File: src/rtl/stream_init_loader.sv
// Streams source words into the per-channel stream buffers while broadcasting a hash-table clear.
// Optional checksum output of accepted words: define STREAM_INIT_CHECKSUM_EN.
module stream_init_loader #(
  parameter int LENGTH_ARRAY     = 100,
  parameter int NUM_CHANNEL      = 3,
  parameter int DATA_INDEX_WIDTH = 32,
  parameter int BIT_ON_TAILS     = 7,
  localparam int AW = $clog2(LENGTH_ARRAY + 1),
  localparam int HW = BIT_ON_TAILS + 1,
  localparam int CW = (NUM_CHANNEL > 1) ? $clog2(NUM_CHANNEL) : 1
) (
  input  logic                          clk,
  input  logic                          rst,
  input  logic                          DataRequest,
  input  logic                          SrcValid,
  input  logic [DATA_INDEX_WIDTH-1:0]   SrcData,
  output logic                          SrcReady,
  output logic                          WrInitStreamData,
  output logic [CW-1:0]                 ChanInitStreamData,
  output logic [AW-1:0]                 AddrInitStreamData,
  output logic [DATA_INDEX_WIDTH-1:0]   InitStreamData,
  output logic                          WrInitHash,
  output logic [HW-1:0]                 AddrInitHashOccurr,
  output logic [2*DATA_INDEX_WIDTH-1:0] InitHashOccurr,
  output logic                          CacheEnough,
  output logic                          Busy
`ifdef STREAM_INIT_CHECKSUM_EN
  ,
  output logic [DATA_INDEX_WIDTH-1:0]   LoadChecksum
`endif
);

  localparam logic [1:0] IDLE = 2'd0;
  localparam logic [1:0] RUN  = 2'd1;
  localparam logic [1:0] DONE = 2'd2;

  localparam logic [AW-1:0] LAST_WORD = AW'(LENGTH_ARRAY - 1);
  localparam logic [CW-1:0] LAST_CHAN = CW'(NUM_CHANNEL - 1);
  localparam logic [HW-1:0] HASH_N    = HW'(1 << BIT_ON_TAILS);

  logic [1:0]                  state_q, state_d;
  logic [AW-1:0]               wcnt_q, wcnt_d;
  logic [CW-1:0]               chan_q, chan_d;
  logic [HW-1:0]               hcnt_q, hcnt_d;
  logic                        sdone_q, sdone_d;
  logic                        wr_stream_q, wr_stream_d;
  logic [CW-1:0]               chan_out_q, chan_out_d;
  logic [AW-1:0]               addr_out_q, addr_out_d;
  logic [DATA_INDEX_WIDTH-1:0] data_out_q, data_out_d;
  logic                        wr_hash_q, wr_hash_d;
  logic [HW-1:0]               haddr_q, haddr_d;
  logic                        cache_q, cache_d;

  logic src_ready;
  logic accept;
  logic hash_done;

  assign src_ready = (state_q == RUN) && !sdone_q;
  // A word offered in the cycle DataRequest drops is refused even though SrcReady is still high.
  assign accept    = DataRequest && SrcValid && src_ready;
  assign hash_done = (hcnt_q == HASH_N);

  always_comb begin
    state_d     = state_q;
    wcnt_d      = wcnt_q;
    chan_d      = chan_q;
    hcnt_d      = hcnt_q;
    sdone_d     = sdone_q;
    wr_stream_d = 1'b0;
    chan_out_d  = chan_out_q;
    addr_out_d  = addr_out_q;
    data_out_d  = data_out_q;
    wr_hash_d   = 1'b0;
    haddr_d     = haddr_q;
    if (!DataRequest) begin
      state_d = IDLE;
      wcnt_d  = '0;
      chan_d  = '0;
      hcnt_d  = '0;
      sdone_d = 1'b0;
    end else begin
      case (state_q)
        IDLE: state_d = RUN;
        RUN: begin
          if (sdone_q && hash_done) begin
            state_d = DONE;
          end else begin
            if (accept) begin
              wr_stream_d = 1'b1;
              chan_out_d  = chan_q;
              addr_out_d  = wcnt_q;
              data_out_d  = SrcData;
              if (wcnt_q == LAST_WORD) begin
                wcnt_d = '0;
                if (chan_q == LAST_CHAN) sdone_d = 1'b1;
                else                     chan_d  = chan_q + CW'(1);
              end else begin
                wcnt_d = wcnt_q + AW'(1);
              end
            end
            // Hash clear advances every RUN cycle regardless of source stalls.
            if (!hash_done) begin
              wr_hash_d = 1'b1;
              haddr_d   = hcnt_q;
              hcnt_d    = hcnt_q + HW'(1);
            end
          end
        end
        DONE:    state_d = DONE;
        default: state_d = IDLE;
      endcase
    end
    cache_d = (state_d == DONE);
  end

  always_ff @(posedge clk or negedge rst) begin
    if (!rst) begin
      state_q     <= IDLE;
      wcnt_q      <= '0;
      chan_q      <= '0;
      hcnt_q      <= '0;
      sdone_q     <= 1'b0;
      wr_stream_q <= 1'b0;
      chan_out_q  <= '0;
      addr_out_q  <= '0;
      data_out_q  <= '0;
      wr_hash_q   <= 1'b0;
      haddr_q     <= '0;
      cache_q     <= 1'b0;
    end else begin
      state_q     <= state_d;
      wcnt_q      <= wcnt_d;
      chan_q      <= chan_d;
      hcnt_q      <= hcnt_d;
      sdone_q     <= sdone_d;
      wr_stream_q <= wr_stream_d;
      chan_out_q  <= chan_out_d;
      addr_out_q  <= addr_out_d;
      data_out_q  <= data_out_d;
      wr_hash_q   <= wr_hash_d;
      haddr_q     <= haddr_d;
      cache_q     <= cache_d;
    end
  end

  assign SrcReady           = src_ready;
  assign WrInitStreamData   = wr_stream_q;
  assign ChanInitStreamData = chan_out_q;
  assign AddrInitStreamData = addr_out_q;
  assign InitStreamData     = data_out_q;
  assign WrInitHash         = wr_hash_q;
  assign AddrInitHashOccurr = haddr_q;
  assign InitHashOccurr     = '0;
  assign CacheEnough        = cache_q;
  assign Busy               = (state_q == RUN);

`ifdef STREAM_INIT_CHECKSUM_EN
  logic [DATA_INDEX_WIDTH-1:0] sum_q, sum_d;

  always_comb begin
    sum_d = sum_q;
    if (!DataRequest) sum_d = '0;
    else if (accept)  sum_d = sum_q + SrcData;
  end

  always_ff @(posedge clk or negedge rst) begin
    if (!rst) sum_q <= '0;
    else      sum_q <= sum_d;
  end

  assign LoadChecksum = sum_q;
`else
  // No checksum datapath in this build.
`endif

endmodule

File: config.mk
export PLATFORM = sky130hd
export DESIGN_NAME = stream_init_loader
export DESIGN_NICKNAME = d
export VERILOG_FILES = /design/src/rtl/stream_init_loader.sv
export SDC_FILE = /design/constraint.sdc
export NUM_CORES = 1
export LEC_CHECK = 0
export ABC_AREA = 1
export CAP_MARGIN = 5
export CORE_UTILIZATION = 46
export CTS_CLUSTER_SIZE = 28
export DETAILED_ROUTE_END_ITERATION = 8
export PLACE_DENSITY = 0.86
export SETUP_SLACK_MARGIN = 0.02
export SLEW_MARGIN = 10
export SYNTH_ARGS = -nofsm -noshare
export SYNTH_HDL_FRONTEND = slang
export SYNTH_SLANG_ARGS = --single-unit
File: constraint.sdc
create_clock -name clk -period 3 [get_ports clk]
set_input_delay 0.3 -clock clk [delete_from_list [all_inputs] [get_ports clk]]
set_output_delay 0.3 -clock clk [all_outputs]
set_load 0.05 [all_outputs]
Yosys cells after proc, flatten, opt, wreduce, memory -nomap -nowiden. Cells that the tools add are included.

Add/subtract/negate cells: 3. Eq/ne operators: 13. Muxes and demuxes: 32. Bitwise logic cells: 2. Reductions and logical operators: 12.

Operator list (count): 7-bit two-way mux (5); 8-bit two-way mux (4); 2-bit two-way mux (8); 1-bit two-way mux (14); 5-bit AND reduction (2); 8-bit by 1-bit adder with 8-bit output (second input constant) (1); 8-bit == test (second input constant) (1); 2-bit by 1-bit inequality test with 1-bit output (second input constant) (4); 4-bit AND reduction (2); 7-bit by 1-bit adder with 7-bit output (second input constant) (1); 7-bit == test (second input constant) (1); 2-bit == test (second input constant) (3); 2-bit inequality test (second input constant) (3); 2-bit one-hot mux with 3 select lines (1); 3-bit AND reduction (2); 1-bit logical AND (4); 2-bit by 1-bit adder with 2-bit output (second input constant) (1); 2-bit by 1-bit == test with 1-bit output (second input constant) (1); 2-bit logical NOT (1); 1-bit inverter (2); 1-bit logical NOT (1).

Flip-flop bits (word level): 72. Output and inout bits: 118.

Logic depth before layout (Yosys ltp).
Depth after elaboration: 7. Depth in mapped cells: 9. Depth with buffers taken out: 8.

Least setup slack after synthesis. Ideal clock, no wire load.

Path type: register -> output. Start: register state_q[1]. End: output SrcReady. Data arrival time: 1.201 ns. Required time: 2.700 ns. Setup slack: 1.499 ns. Cell stages (with the launch flop): 4. Cell sequence: dfrtp_1 -> inv_2 -> nand2_1 -> nor2_1.

Word-level cells in the longest chain between the ends: 2.

RTL lines: start: declaration (RTL line 41) `logic [1:0] state_q, state_d;`; start signal: assignment (RTL line 131) `state_q <= state_d;`; 2-bit by 1-bit == test with 1-bit output (RTL line 58) `assign src_ready = (state_q == RUN) && !sdone_q;`; 1-bit logical AND (RTL line 58); end: declaration (RTL line 17) `output logic SrcReady,`.

No other way between the ends.

Worst setup path in the final report. Same ends and word-level chain as after synthesis.

==> results.py <==
metrics = {
    "status": {
        "status": "completed",
    },
    "synthesis": {
        "avgSynthCellArea_um2": 8.49,
        "synthFlopType": "dfrtp_1",
        "yosysTopAreaCellShare_pct": 49.6,
        "synth_seq_cells": 72,
        "syn-instance-count": 428,
        "synth_most_common_cell": "nand2_1",
        "yosys.area.top_type": "dfrtp_1",
        "synth_common_cells": "161 x nand2_1, 72 x dfrtp_1, 67 x buf_4, 22 x inv_1, 21 x nand3_1",
        "synthArstFlopShare_pct": 100,
        "synth_seq_area_share_pct": 49.6,
        "synth_edf_count": 0,
        "synth_area_um2": 3630,
        "synth_warnings": 0,
        "yosysUniqueCellTypes": 27,
        "synth.area.top_cells": "dfrtp_1 50%, nand2_1 17%, buf_4 14%",
    },
    "floorplanning": {
        "die_x_um": 90.9,
        "dieArea_um2": 8260,
        "floorplan.initialDensity_pct": 47.2,
        "rows": 32,
        "ioPinCount": 154,
        "core-area_um2": 7690,
        "fp.dieH_um": 90.9,
    },
    "drt": {
        "drt_iter0_markers": 143,
        "routed_wl_um": 7380,
        "vias_per_cell": 4.50,
        "vias": 2808,
        "drc": 0,
        "first_pass_iters": 5,
        "wire_per_inst_um": 11.8,
        "drtAntennaViolNets": 0,
    },
    "global_routing": {
        "gr-usage-all-layers_pct": 18.6,
        "grt_pass1_wl_um": 12400,
        "grt_max_degree": 73,
        "grt_pass1_vias": 2687,
        "antenna_found_initial": 0,
        "grt.overflow.total": 0,
    },
    "placement": {
        "place_congestion": 0.870,
        "io_buffer_count": 89,
        "dp.final_hpwl_um": 5050,
        "post-place-cells": 608,
    },
    "final_layout": {
        "final_nets": 557,
        "layout-drive-gt1-share_pct": 7.09,
        "fill_cells": 688,
        "finalNonFillerCells": 624,
        "antenna_cells": 0,
        "syn2layout_area_growth_pct": 25.4,
    },
    "power": {
        "power.leakage_nw": 2.28,
        "vdd_drop_max_mv": 0.369,
        "powerDensity_nw_per_um2": 634,
    },
    "timing": {
        "max_slew_margin_pct": 40.8,
        "min_period_ns": 2.22,
        "skew_ns": 0.0109,
        "fmax_ghz": 0.451,
        "worstMarginPinSlew_ns": 0.889,
        "final_max_slew_viol_count": 0,
        "setup-tns-final_ns": 0,
        "grt_setup_unrepaired": "no",
        "fin_crit_sh_pct": 74.0,
        "setup_viol": 0,
        "hold_viol": 0,
    },
    "clock_network": {
        "cts-root-buf": "clkbuf_8",
        "cts_setup_buffers": 0,
        "clock_latency_ns": 0.34,
        "post_cts_resized": 0,
        "postCtsHoldBufs": 0,
        "cts_tree": "done",
        "clockBufferDepth": 2,
        "cts_max_level": 3,
        "clock_sinks": 72,
        "clk_pin_slew_ns": 0.08,
        "cts_made_buffers": 9,
    },
    "job": {
        "cap_violations": 0,
    },
    "critical_path": {
        "cp-end-kind": "output pin",
        "critPathKind": "reg -> out",
        "worst-path-max-fanout": 5,
        "start_kind": "register",
        "reg2regPathDepth": 5,
        "cp.arrival_ns": 1.92,
        "cp.required_ns": 2.70,
    },
    "min_path": {
        "min_path_type": "in -> async",
    },
}
==> cells by family after synthesis <==
family          after synthesis  synth area share [%]
compound gates               29                  4.75
xor+xnor                      1                 0.241
fa+ha+maj                     4                  1.38
buf+inv                     104                  18.4
flops                        72                  49.6
other cells                   1                 0.103
simple gates                217                  25.5
==> layout by cell type (no fill, tap or decap), types with 3 or more instances in the layout <==
master           count
inv_1               22
nand3_1             21
nor2_4               3
nor2_1              17
a21oi_1              3
conb_1              64
nand4_1              7
o21ai_2              7
inv_2                5
nand2_1            161
dfrtp_1             72
clkbuf_8            10
o21ai_0             18
clkdlybuf4s50_1     88
clkbuf_1             3
ha_1                 4
buf_4                3
==> where the power goes <==
part,total [mW],internal [mW],switching [mW]
combinational,0.910,0.247,0.662
clock,0.844,0.491,0.352
sequential,1.13,1.07,0.0624
==> path summary, 6_finish.rpt <==
kind / start / to / slack (ns)
max: state_q[1] / SrcReady / 0.78
max in group asynchronous: rst / InitStreamData[22] / 2.33
min in group clk: InitStreamData[26] / InitStreamData[26] / 0.48
min reg2reg: InitStreamData[26] / InitStreamData[26] / 0.48
max reg2reg: state_q[1] / wcnt_q[2] / 1.11
min: rst / AddrInitHashOccurr[1] / 0.05
==> worst max-delay path: stages, from the launching register on <==
cell and delay (ns):
dfrtp_1 0.42, inv_2 0.10, nand2_1 0.08, nor2_1 0.17
clkdlybuf4s50_1 0.83
==> flip-flops by register name (all words and copies together) (netlist names) <==
register,cells
sdone_q,1
AddrInitStreamData,7
ChanInitStreamData,2
wcnt_q,7
chan_q,2
WrInitHash,1
AddrInitHashOccurr,8
WrInitStreamData,1
InitStreamData,32
hcnt_q,8
state_q,2
CacheEnough,1
==> through the flow <==
stage	power, mW	instance area, um^2	worst slack (ns)	utilization [%]	hold WS (ns)
after floorplan	1.84	3870	1.50	-	0.00441
after global placement	2.05	4340	0.860	56.4	0.462
after detailed placement	2.06	4340	0.806	56.4	0.467
after CTS	2.91	4550	0.783	59.2	0.115
after global routing	3.00	4550	0.678	59.2	0.161
final	2.89	4550	0.781	59.2	0.0530
==> area by class of cell <==
| type | count | area [um^2] | area share [%] |
|---|---|---|---|
| Clock buffer | 13 | 149 | 3.27 |
| Clock inverter | 3 | 65.1 | 1.43 |
| Inverter | 28 | 108 | 2.36 |
| Multi-Input combinational cell | 315 | 1400 | 30.7 |
| Sequential cell | 72 | 1800 | 39.6 |
| Tap cell | 102 | 128 | 2.80 |
| Timing Repair Buffer | 91 | 903 | 19.8 |
==> metal layers <==
metal / wire, um / vias to the layer above / GRT usage [%]
met2: 3680 / 121 / 31.8
li1: - / 1379 / -
met5: 0 / - / 0
met4: 114 / 0 / 6.61
met1: 3100 / 1295 / 23.1
met3: 487 / 13 / 4.12
Note: power is estimated with default switching activity, not from simulation.
